===== src/rtl/uart_cmd_rcv.sv =====
`default_nettype none
// +----------------------------------------------------------------------------+
// | Module   : uart_cmd_rcv                                                    |
// | Function : 8N1 UART receiver assembling two bytes (high first) into a      |
// |            16-bit command with a cmd_rdy / clr_cmd_rdy handshake.          |
// | Revision : 1.0                                                             |
// +----------------------------------------------------------------------------+
module uart_cmd_rcv #(
    parameter int          BAUD_DIV = 5208,
    parameter logic [21:0] GAP_TO   = 22'h3FFFFF
) (
    input  logic        clk,
    input  logic        rst_n,
    input  logic        RX,
    input  logic        clr_cmd_rdy,
    output logic [15:0] cmd,
    output logic        cmd_rdy,
    output logic        frm_err,
    output logic        gap_err
);

    localparam int            BW        = $clog2(BAUD_DIV);
    localparam logic [BW-1:0] BAUD_HALF = BW'(BAUD_DIV / 2);
    localparam logic [BW-1:0] BAUD_FULL = BW'(BAUD_DIV - 1);

    typedef enum logic [0:0] {B_IDLE, B_SHIFT}     bit_state_t;
    typedef enum logic [0:0] {A_WAIT_HI, A_WAIT_LO} asm_state_t;

    logic            rx_s1_q, rx_s2_q, rx_s3_q;
    bit_state_t      bstate_q, bstate_d;
    logic [BW-1:0]   baud_q, baud_d;
    logic [3:0]      bit_cnt_q, bit_cnt_d;
    logic [7:0]      shreg_q, shreg_d;
    logic            byte_rdy_q, byte_rdy_d;
    logic            frm_err_q, frm_err_d;
    asm_state_t      astate_q, astate_d;
    logic [7:0]      hi_q, hi_d;
    logic [21:0]     gap_q, gap_d;
    logic [15:0]     cmd_q, cmd_d;
    logic            cmd_rdy_q, cmd_rdy_d;
    logic            gap_err_q, gap_err_d;

    logic w_start;
    logic w_accept;

    assign w_start  = rx_s3_q & ~rx_s2_q;
    assign w_accept = (bstate_q == B_IDLE) && w_start;

    // Synchroniser flops preset high so reset release never looks like a start bit.
    always_ff @(posedge clk or negedge rst_n) begin
        if (!rst_n) begin
            rx_s1_q <= 1'b1;
            rx_s2_q <= 1'b1;
            rx_s3_q <= 1'b1;
        end else begin
            rx_s1_q <= RX;
            rx_s2_q <= rx_s1_q;
            rx_s3_q <= rx_s2_q;
        end
    end

    always_ff @(posedge clk or negedge rst_n) begin
        if (!rst_n) begin
            bstate_q   <= B_IDLE;
            baud_q     <= '0;
            bit_cnt_q  <= '0;
            shreg_q    <= '0;
            byte_rdy_q <= 1'b0;
            frm_err_q  <= 1'b0;
            astate_q   <= A_WAIT_HI;
            hi_q       <= '0;
            gap_q      <= '0;
            cmd_q      <= '0;
            cmd_rdy_q  <= 1'b0;
            gap_err_q  <= 1'b0;
        end else begin
            bstate_q   <= bstate_d;
            baud_q     <= baud_d;
            bit_cnt_q  <= bit_cnt_d;
            shreg_q    <= shreg_d;
            byte_rdy_q <= byte_rdy_d;
            frm_err_q  <= frm_err_d;
            astate_q   <= astate_d;
            hi_q       <= hi_d;
            gap_q      <= gap_d;
            cmd_q      <= cmd_d;
            cmd_rdy_q  <= cmd_rdy_d;
            gap_err_q  <= gap_err_d;
        end
    end

    always_comb begin
        bstate_d   = bstate_q;
        baud_d     = baud_q;
        bit_cnt_d  = bit_cnt_q;
        shreg_d    = shreg_q;
        byte_rdy_d = 1'b0;
        frm_err_d  = 1'b0;
        case (bstate_q)
            B_IDLE: begin
                if (w_start) begin
                    bstate_d  = B_SHIFT;
                    baud_d    = BAUD_HALF;
                    bit_cnt_d = '0;
                end
            end
            B_SHIFT: begin
                if (baud_q == '0) begin
                    baud_d    = BAUD_FULL;
                    bit_cnt_d = bit_cnt_q + 4'd1;
                    if (bit_cnt_q == 4'd0) begin
                        if (rx_s2_q) begin
                            bstate_d = B_IDLE;
                        end
                    end else if (bit_cnt_q == 4'd9) begin
                        bstate_d   = B_IDLE;
                        byte_rdy_d = rx_s2_q;
                        frm_err_d  = ~rx_s2_q;
                    end else begin
                        shreg_d = {rx_s2_q, shreg_q[7:1]};
                    end
                end else begin
                    baud_d = baud_q - 1'b1;
                end
            end
            default: bstate_d = B_IDLE;
        endcase
    end

    // The received byte stays in shreg_q while byte_rdy_q is high.
    always_comb begin
        logic done;
        done      = 1'b0;
        astate_d  = astate_q;
        hi_d      = hi_q;
        gap_d     = gap_q;
        cmd_d     = cmd_q;
        gap_err_d = 1'b0;
        case (astate_q)
            A_WAIT_HI: begin
                if (byte_rdy_q) begin
                    hi_d     = shreg_q;
                    gap_d    = '0;
                    astate_d = A_WAIT_LO;
                end
            end
            A_WAIT_LO: begin
                if (byte_rdy_q) begin
                    cmd_d    = {hi_q, shreg_q};
                    done     = 1'b1;
                    astate_d = A_WAIT_HI;
                end else if (frm_err_q) begin
                    astate_d = A_WAIT_HI;
                end else if (gap_q == GAP_TO) begin
                    gap_err_d = 1'b1;
                    astate_d  = A_WAIT_HI;
                end else if (bstate_q == B_IDLE) begin
                    gap_d = gap_q + 22'd1;
                end
            end
            default: astate_d = A_WAIT_HI;
        endcase

        cmd_rdy_d = cmd_rdy_q;
        if (done) begin
            cmd_rdy_d = 1'b1;
        end else if (clr_cmd_rdy || (w_accept && (astate_q == A_WAIT_HI))) begin
            cmd_rdy_d = 1'b0;
        end
    end

    assign cmd     = cmd_q;
    assign cmd_rdy = cmd_rdy_q;
    assign frm_err = frm_err_q;
    assign gap_err = gap_err_q;

endmodule
`default_nettype wire


===== config.mk =====
export PLATFORM = sky130hd
export DESIGN_NAME = uart_cmd_rcv
export DESIGN_NICKNAME = d
export VERILOG_FILES = /design/src/rtl/uart_cmd_rcv.sv
export SDC_FILE = /design/constraint.sdc
export NUM_CORES = 1
export LEC_CHECK = 0
export ABC_AREA = 1
export ABC_CLOCK_PERIOD_IN_PS = 2200
export CAP_MARGIN = 20
export CORE_MARGIN = 2
export CORE_UTILIZATION = 55
export CTS_CLUSTER_SIZE = 28
export DETAILED_ROUTE_END_ITERATION = 6
export PLACE_DENSITY = 0.79
export SETUP_SLACK_MARGIN = 0.02
export SYNTH_ARGS = -nofsm -noshare
export SYNTH_HDL_FRONTEND = slang
export SYNTH_SLANG_ARGS = --single-unit

===== constraint.sdc =====
create_clock -name clk -period 2.2 [get_ports clk]
set_input_delay 0.44 -clock clk [delete_from_list [all_inputs] [get_ports clk]]
set_output_delay 0.44 -clock clk [all_outputs]
set_load 0.05 [all_outputs]

---- Word level (Yosys, flattened, before mapping) ----
Cells that the tools add are included.
storage, ports and cells
  register bits ........................... 80
  latch bits .............................. 0
  memory bits (writable) .................. 0
  memory bits (read-only) ................. 0
  input bits .............................. 4
  memories ................................ 0
cells by class
  add/sub/neg operators ................... 3
  multipliers ............................. 0
  div/mod/pow operators ................... 0
  $lt $le $gt $ge ......................... 0
  eq/ne operators ......................... 9
  shift operators ......................... 0
  multiplexer cells ....................... 38
  bitwise operators ....................... 6
  reduce and logical (&&, ||, !) cells .... 11
operators by type and width
  kind                                                number
  two-way mux 22 bit                                  5
  one-hot mux 22 bit (2 select lines)                 1
  two-way mux 13 bit                                  2
  one-hot mux 13 bit (2 select lines)                 1
  two-way mux 1 bit                                   24
  adder 22 x 1 -> 22 bit, second input constant       1
  == test 22 bit, second input constant               1
  logical NOT 13 bit                                  1
  subtractor 13 x 1 -> 13 bit, second input constant  1
  != test 2 bit, second input constant                6
  two-way mux 4 bit                                   2
  one-hot mux 4 bit (2 select lines)                  1
  AND reduction 2 bit                                 3
  NOT 1 bit                                           5
  AND reduction 5 bit                                 1
  adder 4 x 1 -> 4 bit, second input constant         1
  == test 4 bit, second input constant                1
  logical NOT 4 bit                                   1
  one-hot mux 1 bit (2 select lines)                  2
  AND reduction 4 bit                                 1
  logical AND 1 bit                                   2
  != test 2 x 1 -> 1 bit, second input constant       1
  nonzero test 2 bit                                  1
  AND 1 bit                                           1
  logical OR 1 bit                                    1

---- Logic depth before layout (Yosys ltp) ----
Gate-level depths: netlist (run 1).
  depth in word-level cells ............... 7
  gate-level depth with buffers ........... 10
  depth with buffers taken out ............ 10

---- Worst setup path after synthesis (run 1) ----
OpenSTA, ideal clock, no wires.
  path kind ............................... reg-to-reg
  from .................................... reg frm_err_q, in the netlist frm_err
  to ...................................... reg gap_q[2]
  library setup time ...................... 0.123 ns
  arrival time ............................ 1.470 ns
  setup slack ............................. 0.607 ns
  cell stages (with the launch flop) ...... 8
  buffers on the path ..................... 1
  path through ............................ dfrtp_1 > nor2_1 > nand2_1 > o21ai_0 > nand2_4 > buf_6 > nand2_1 > o21ai_2
on the way
  longest elaborated chain between the ends .. 2
ends and longest elaborated chain
  element                               RTL line  text
  from (decl)                           35        logic frm_err_q, frm_err_d;
  from (signal assigned)                82        frm_err_q <= frm_err_d;
  != test 2 bit (no source line)        --
  AND reduction 5 bit (no source line)  --
  to (signal assigned)                  85        gap_q <= gap_d;
  to (decl)                             38        logic [21:0] gap_q, gap_d;
No other way between the ends.
A chain may end at the register's enable or synchronous reset.

---- Worst setup path after layout (run 1) ----
  from .................................... reg frm_err_q, in the netlist frm_err
  to ...................................... out frm_err
RTL lines
  element    RTL line  text
  to (decl)  18        output logic frm_err,
No word-level cell between the ends.

==> impl_metrics.json, run 1 <==
{
  "cts_setup_buffers": 0,
  "track_usage_pct": 21.4,
  "dp.cells": 594,
  "setup_ws_ps": 218,
  "path_clk_slew_ps": 80,
  "crit_chain": "clkdlybuf4s50_1",
  "ys_ff_latch": 80,
  "register_area_um2": 2010,
  "required_ps": 1760,
  "end_kind": "output port",
  "r2r-end": "gap_q[15]$_DFFE_PN0P_",
  "ir_drop_mv": 0.683,
  "slew_violations": 0,
  "multiInputGateArea_um2": 1770,
  "finalHoldViolations": 0,
  "grt_max_degree": 45,
  "critical_path.top_delay_family": "buffers and inverters",
  "start_util_pct": 56.3,
  "cts_buffer_depth": 2,
  "numPortBuffers": 22,
  "ios": 23,
  "overflow": 0,
  "min_period_over_period_pct": 90.1,
  "dp_slack_ps": 266,
  "clk-insertion-delay-late_ps": 350,
  "synth_area_leaders": "dfrtp_1 (47%), nand2_1 (10%), o21ai_0 (5.1%)",
  "powerDensity_nw_per_um2": 744,
  "rows": 31,
  "cp.buffers_inverters": 1,
  "worst_pin_slew_ps": 640,
  "drive_gt1_share_pct": 11.7,
  "min_path_type": "flop to flop",
  "r2r-start": "gap_q[0]$_DFFE_PN0P_",
  "cts_buffers": 9,
  "hpwl_um": 5790,
  "cts_max_level": 3,
  "ant_nets": 0,
  "layout.cells.non_filler": 611,
  "yosysWarnings": 0,
  "num_antenna_cells": 0,
  "rsz0062_at_grt": "no",
  "root_buffer": "clkbuf_8",
  "vias": 3195,
  "fillers": 622,
  "synth_area_per_cell_um2": 8.50,
  "cap_violations": 0,
  "cp-endpoint": "frm_err",
  "dr.pass1.iters": 4,
  "arrival_ps": 1540,
  "yosysUniqueCellTypes": 37,
  "gp_congestion": 0.862,
  "fin_crit_ps": 1980,
  "worst-path-stages": 1,
  "cts_tree": "yes",
  "fmax_mhz": 505,
  "finClkSkew_ps": 11.0,
  "wl_per_cell_um": 13.2,
  "grt_pass1_vias": 3173,
  "ys_seq_area_share_pct": 49.4,
  "finalNetCount": 517,
  "finalSetupTns_ps": 0,
  "cpPeakStageDelay_ps": 810,
  "routed_via_density": 5.23,
  "drc": 0,
  "worstSetupStartpoint": "frm_err$_DFF_PN0_",
  "ff2ff_path_depth": 8,
  "antenna_found_initial": 0,
  "slew_headroom_pct": 57.2,
  "core_area_um2": 7210,
  "syn_inst": 478,
  "start_kind": "flop",
  "grt_pass1_wl_um": 14300,
  "status": "finished, final reports clean",
  "area_growth_pct": 12.8,
  "syn_nets": 488,
  "totalWireLength_um": 8050,
  "synth_top_area_cell": "dfrtp_1",
  "dieArea_um2": 8090,
  "crit_fanout": 2,
  "mostFrequentLayoutCell": "nand2_1",
  "setup_viol": 0,
  "clkSinkCount": 80,
  "mostFrequentLayoutCells": "nand2_1 (110), dfrtp_1 (77), nor2_1 (54)",
  "synthesis.area_um2": 4060,
  "synth_top_area_share_pct": 47.4,
  "power.leakage_nw": 2.01,
  "r2r_slack_ps": 250,
  "die_h_um": 89.9,
  "die-width_um": 89.9,
  "path_class": "flop to output port",
  "drt_iter0_drc": 158,
  "cp_slowest_cell": "clkdlybuf4s50_1"
}
-- power breakdown --
| group | switching (mW) | internal [mW] | leakage [nW] |
|---|---|---|---|
| clock network | 0.535 | 0.564 | 0.100 |
| logic | 0.373 | 0.218 | 0.832 |
| registers | 0.107 | 1.61 | 1.08 |
| total | 1.02 | 2.40 | 2.01 |
-- worst min-delay path by stage --
stage                            startpoint            endpoint  slack (ps)  depth (start not counted)
final                     rx_s1_q$_DFF_PN1_   rx_s2_q$_DFF_PN1_         360                          0
after global routing      rx_s1_q$_DFF_PN1_   rx_s2_q$_DFF_PN1_         370                          0
after CTS                 rx_s1_q$_DFF_PN1_   rx_s2_q$_DFF_PN1_         360                          0
after detailed placement  rx_s1_q$_DFF_PN1_   rx_s2_q$_DFF_PN1_         350                          0
after global placement    rx_s1_q$_DFF_PN1_   rx_s2_q$_DFF_PN1_         350                          0
after floorplan                       rst_n  astate_q$_DFF_PN0_         140                          0
-- through the flow --
step	hold slack [ps]	instance area (um^2)	utilization, %	power (mW)
finish	361	4580	63.5	3.41
floorplan	144	4060	-	2.18
CTS	362	4580	63.5	3.45
detailed placement	350	4370	60.5	2.33
global placement	346	4370	60.5	2.29
global route	366	4580	63.5	3.62
-- layer usage --
| layer | wire (um) | up-vias | GRT usage, % |
|---|---|---|---|
| met1 | 3720 | 1530 | 27.6 |
| met2 | 4030 | 46 | 36.0 |
| met5 | 0 | - | 0 |
| li1 | - | 1612 | - |
| met3 | 242 | 7 | 5.87 |
| met4 | 59 | 0 | 5.64 |
-- state kept, by name (all words and copies together), names as in the netlist --
register / count
astate_q: 1
gap_err: 1
rx_s2_q: 1
gap_q: 22
hi_q: 8
frm_err: 1
byte_rdy_q: 1
rx_s1_q: 1
bit_cnt_q: 4
cmd_rdy: 1
cmd: 16
rx_s3_q: 1
shreg_q: 8
baud_q: 13
bstate_q: 1
-- layout make-up --
| cell class | instances | area share (%) |
|---|---|---|
| Sequential cell | 80 | 43.8 |
| Multi-Input combinational cell | 335 | 38.6 |
| Timing Repair Buffer | 29 | 6.23 |
| Inverter | 52 | 4.26 |
| Clock buffer | 11 | 3.09 |
| Tap cell | 99 | 2.70 |
| Clock inverter | 5 | 1.39 |
-- cells by family after synthesis --
group,count (synthesis),synth area share (%)
DFF,80,49.4
muxes,8,2.22
buffers and inverters,63,7.12
AOI/OAI and AO/OA,87,12.6
and+or+nand+nor,225,24.9
xor gates and xnor gates,9,1.94
adders and majority gates,6,1.85
-- Yosys cell counts --
cell,count
o22ai_1,5
o221ai_1,1
mux2_2,8
and2_1,2
nand2_2,6
clkbuf_1,3
nand3_4,1
nor2_4,4
nand4_1,5
o21ai_0,41
nor2_1,54
o21ai_1,1
nor3_1,3
o31ai_1,1
or2_2,1
nand4_2,1
buf_12,1
buf_2,2
a21oi_1,18
ha_1,6
inv_1,51
o211ai_1,4
xnor2_1,1
a21o_1,1
buf_6,4
xor2_1,8
nor2_2,1
o21bai_1,5
nor2_8,1
buf_4,1
dfstp_2,3
o21ai_2,10
dfrtp_1,77
clkinv_1,1
nand3_1,34
nand2_1,110
nand2_4,2
-- timing repair --
item / CTS / global route
resized for setup: 0 / 0
hold buffers: 1 / 0
endpoints found under the hold margin: 22 / 0
No activity file was read; power rests on OpenSTA's default activity.
==> run 2, diff against run 1 <==
==> constraint.sdc (replaced) <==
create_clock -name clk -period 2.2 [get_ports clk]
set_input_delay 0.22 -clock clk [delete_from_list [all_inputs] [get_ports clk]]
set_output_delay 0.22 -clock clk [all_outputs]
set_load 0.05 [all_outputs]
==> run 2 against run 1 <==
Cell count shrank 0.16%; worst setup slack gained 85 ps; largest cell class unchanged; critical path depth grew 9; count of clock-buffer cells in the layout shrank 2; total power shrank 1.4%; register-to-register slack gained 50 ps; routed wire length shrank 2.6%; via count shrank 0.56%.
==> impl_metrics.json, run 2 (synthesized netlist as in run 1, its figures left out) <==
{
  "p_comb_share_pct": 17.6,
  "start_kind": "flop",
  "seqPwrFrac_pct": 51.1,
  "path_class": "flop to flop",
  "cts_buffer_depth": 2,
  "dr.pass1.iters": 4,
  "min_period_over_period_pct": 86.2,
  "dieArea_um2": 8090,
  "setup_viol": 0,
  "routed_via_density": 5.21,
  "fin_area_um2": 4570,
  "antenna_found_initial": 0,
  "slew_headroom_pct": 55.6,
  "slew_violations": 0,
  "cap_violations": 0,
  "cp_slowest_cell": "dfrtp_1",
  "ir_drop_mv": 0.784,
  "gp_congestion": 0.885,
  "cp.buffers_inverters": 1,
  "cts_buffers": 9,
  "hpwl_um": 5570,
  "required_ps": 2450,
  "mostFrequentLayoutCell": "nand2_1",
  "largest_reg_flops": 22,
  "min_path_type": "input port to flop",
  "rows": 31,
  "area_growth_pct": 12.6,
  "finalNetCount": 516,
  "layout.cells.non_filler": 610,
  "intPower_mw": 2.27,
  "arrival_ps": 2150,
  "fillers": 591,
  "path_clk_slew_ps": 90,
  "cts_setup_buffers": 0,
  "cts_max_level": 3,
  "fmax_mhz": 527,
  "cpPeakStageDelay_ps": 450,
  "drt_iter0_drc": 181,
  "totalWireLength_um": 7840,
  "mostFrequentLayoutCells": "nand2_1 (110), dfrtp_1 (77), nor2_1 (54)",
  "ant_nets": 0,
  "clkSinkCount": 80,
  "start_util_pct": 56.3,
  "die-width_um": 89.9,
  "finalSetupTns_ps": 0,
  "powerDensity_nw_per_um2": 735,
  "track_usage_pct": 20.8,
  "crit_chain": "ha_1 > nand2_2 > nor2_4 > nand2_4 > nor2_4 > nand4_2 > nand2_8 > inv_1 > nand2_1 > nand2_1",
  "top_register": "gap_q",
  "grt_max_degree": 45,
  "die_h_um": 89.9,
  "grt_pass1_vias": 3116,
  "ios": 23,
  "rsz0062_at_grt": "no",
  "num_antenna_cells": 0,
  "drc": 0,
  "ff2ff_path_depth": 10,
  "wl_per_cell_um": 12.9,
  "dp.cells": 593,
  "cts_tree": "yes",
  "power.leakage_nw": 2.00,
  "core_area_um2": 7210,
  "clkPwrFrac_pct": 31.3,
  "status": "finished, final reports clean",
  "grt_pass1_wl_um": 13900,
  "crit_fanout": 44,
  "worst_pin_slew_ps": 665,
  "vias": 3177,
  "fin_crit_ps": 1900,
  "p_sw_share_pct": 32.4,
  "finClkSkew_ps": 9.44,
  "drive_gt1_share_pct": 11.7,
  "switchingPower_mw": 1.09,
  "numPortBuffers": 22,
  "hold_depth": 1,
  "end_kind": "flop",
  "worst-path-stages": 10,
  "overflow": 0,
  "critical_path.top_delay_family": "simple AND/OR/NAND/NOR gates",
  "finalHoldViolations": 0,
  "clk-insertion-delay-late_ps": 350,
  "place_area_um2": 4360,
  "root_buffer": "clkbuf_8"
}
-- run 2: changes by cell type in the layout (fill, tap and decap cells not counted) --
cell,delta
clkinv_8,+1
inv_6,+3
clkbuf_1,-1
bufinv_16,-1
buf_4,-1
nand2_8,+1
clkinv_4,-2
clkbuf_8,-1
inv_8,+1
nand2_4,-1
-- run 2: power groups by stage --
stage	Combinational (mW)	Sequential [mW]	Clock, mW
final	0.591	1.72	1.05
after global routing	0.674	1.74	1.14
after CTS	0.590	1.72	1.08
after detailed placement	0.589	1.74	0
after global placement	0.553	1.74	0
after floorplan	0.455	1.72	0
-- run 2: repair_timing --
action                     CTS  global route
setup endpoints to repair    0             2
hold buffers                 1             0
resized for setup            0             1
hold endpoints to repair    38             0
-- run 2: area by class of cell --
cell class,instances,area (um^2),share of cell area (%)
flip-flops and latches,80,2010,43.9
repair buffers,28,278,6.08
inverters,52,195,4.27
well taps,99,124,2.71
multi-input cells,335,1780,38.8
clock buffers,9,124,2.71
clock inverters,7,70.1,1.53
-- run 2: layer usage --
| layer | GRT usage (%) | wire, um | vias to the layer above |
|---|---|---|---|
| met5 | 0 | 0 | - |
| met1 | 27.5 | 3690 | 1485 |
| met3 | 4.86 | 302 | 8 |
| met4 | 5.13 | 86 | 0 |
| met2 | 35.2 | 3760 | 69 |
| li1 | - | - | 1615 |
-- run 2: stage by stage --
stage | hold slack [ps] | power [mW] | utilization [%] | setup slack, ps
after CTS | 270 | 3.38 | 63.3 | 214
after global routing | 266 | 3.55 | 63.4 | 138
final | 279 | 3.36 | 63.4 | 303
after floorplan | -75.6 | 2.18 | - | 607
after global placement | 222 | 2.29 | 60.4 | 333
after detailed placement | 230 | 2.33 | 60.4 | 241
-- run 2: final timing paths --
check / to / slack [ps] / startpoint
min in group asynchronous: gap_q[5]$_DFFE_PN0P_ / 370 / rst_n
max in group asynchronous: rx_s1_q$_DFF_PN1_ / 1170 / rst_n
worst max-delay path: gap_q[18]$_DFFE_PN0P_ / 300 / gap_q[0]$_DFFE_PN0P_
worst max register to register: gap_q[18]$_DFFE_PN0P_ / 300 / gap_q[0]$_DFFE_PN0P_
worst min-delay path: rx_s1_q$_DFF_PN1_ / 280 / RX
worst min register to register: rx_s2_q$_DFF_PN1_ / 370 / rx_s1_q$_DFF_PN1_
-- run 2: worst register-to-register path: cells and delay by family, from the launching register on --
| kind | cells | cell delay (ps) |
|---|---|---|
| adders and majority gates | 1 | 240 |
| buffers and inverters | 1 | 100 |
| DFF | 1 | 450 |
| and+or+nand+nor | 8 | 1010 |
==> run 3, diff against run 2 <==
--- a/config.mk
+++ b/config.mk
@@ -12,6 +12,7 @@
 export CORE_UTILIZATION = 55
 export CTS_CLUSTER_SIZE = 28
 export DETAILED_ROUTE_END_ITERATION = 6
+export GPL_ROUTABILITY_DRIVEN = 0
 export PLACE_DENSITY = 0.79
 export SETUP_SLACK_MARGIN = 0.02
 export SYNTH_ARGS = -nofsm -noshare
==> results of run 3 <==
Final layout, timing and power as in run 2 (identical DEF).
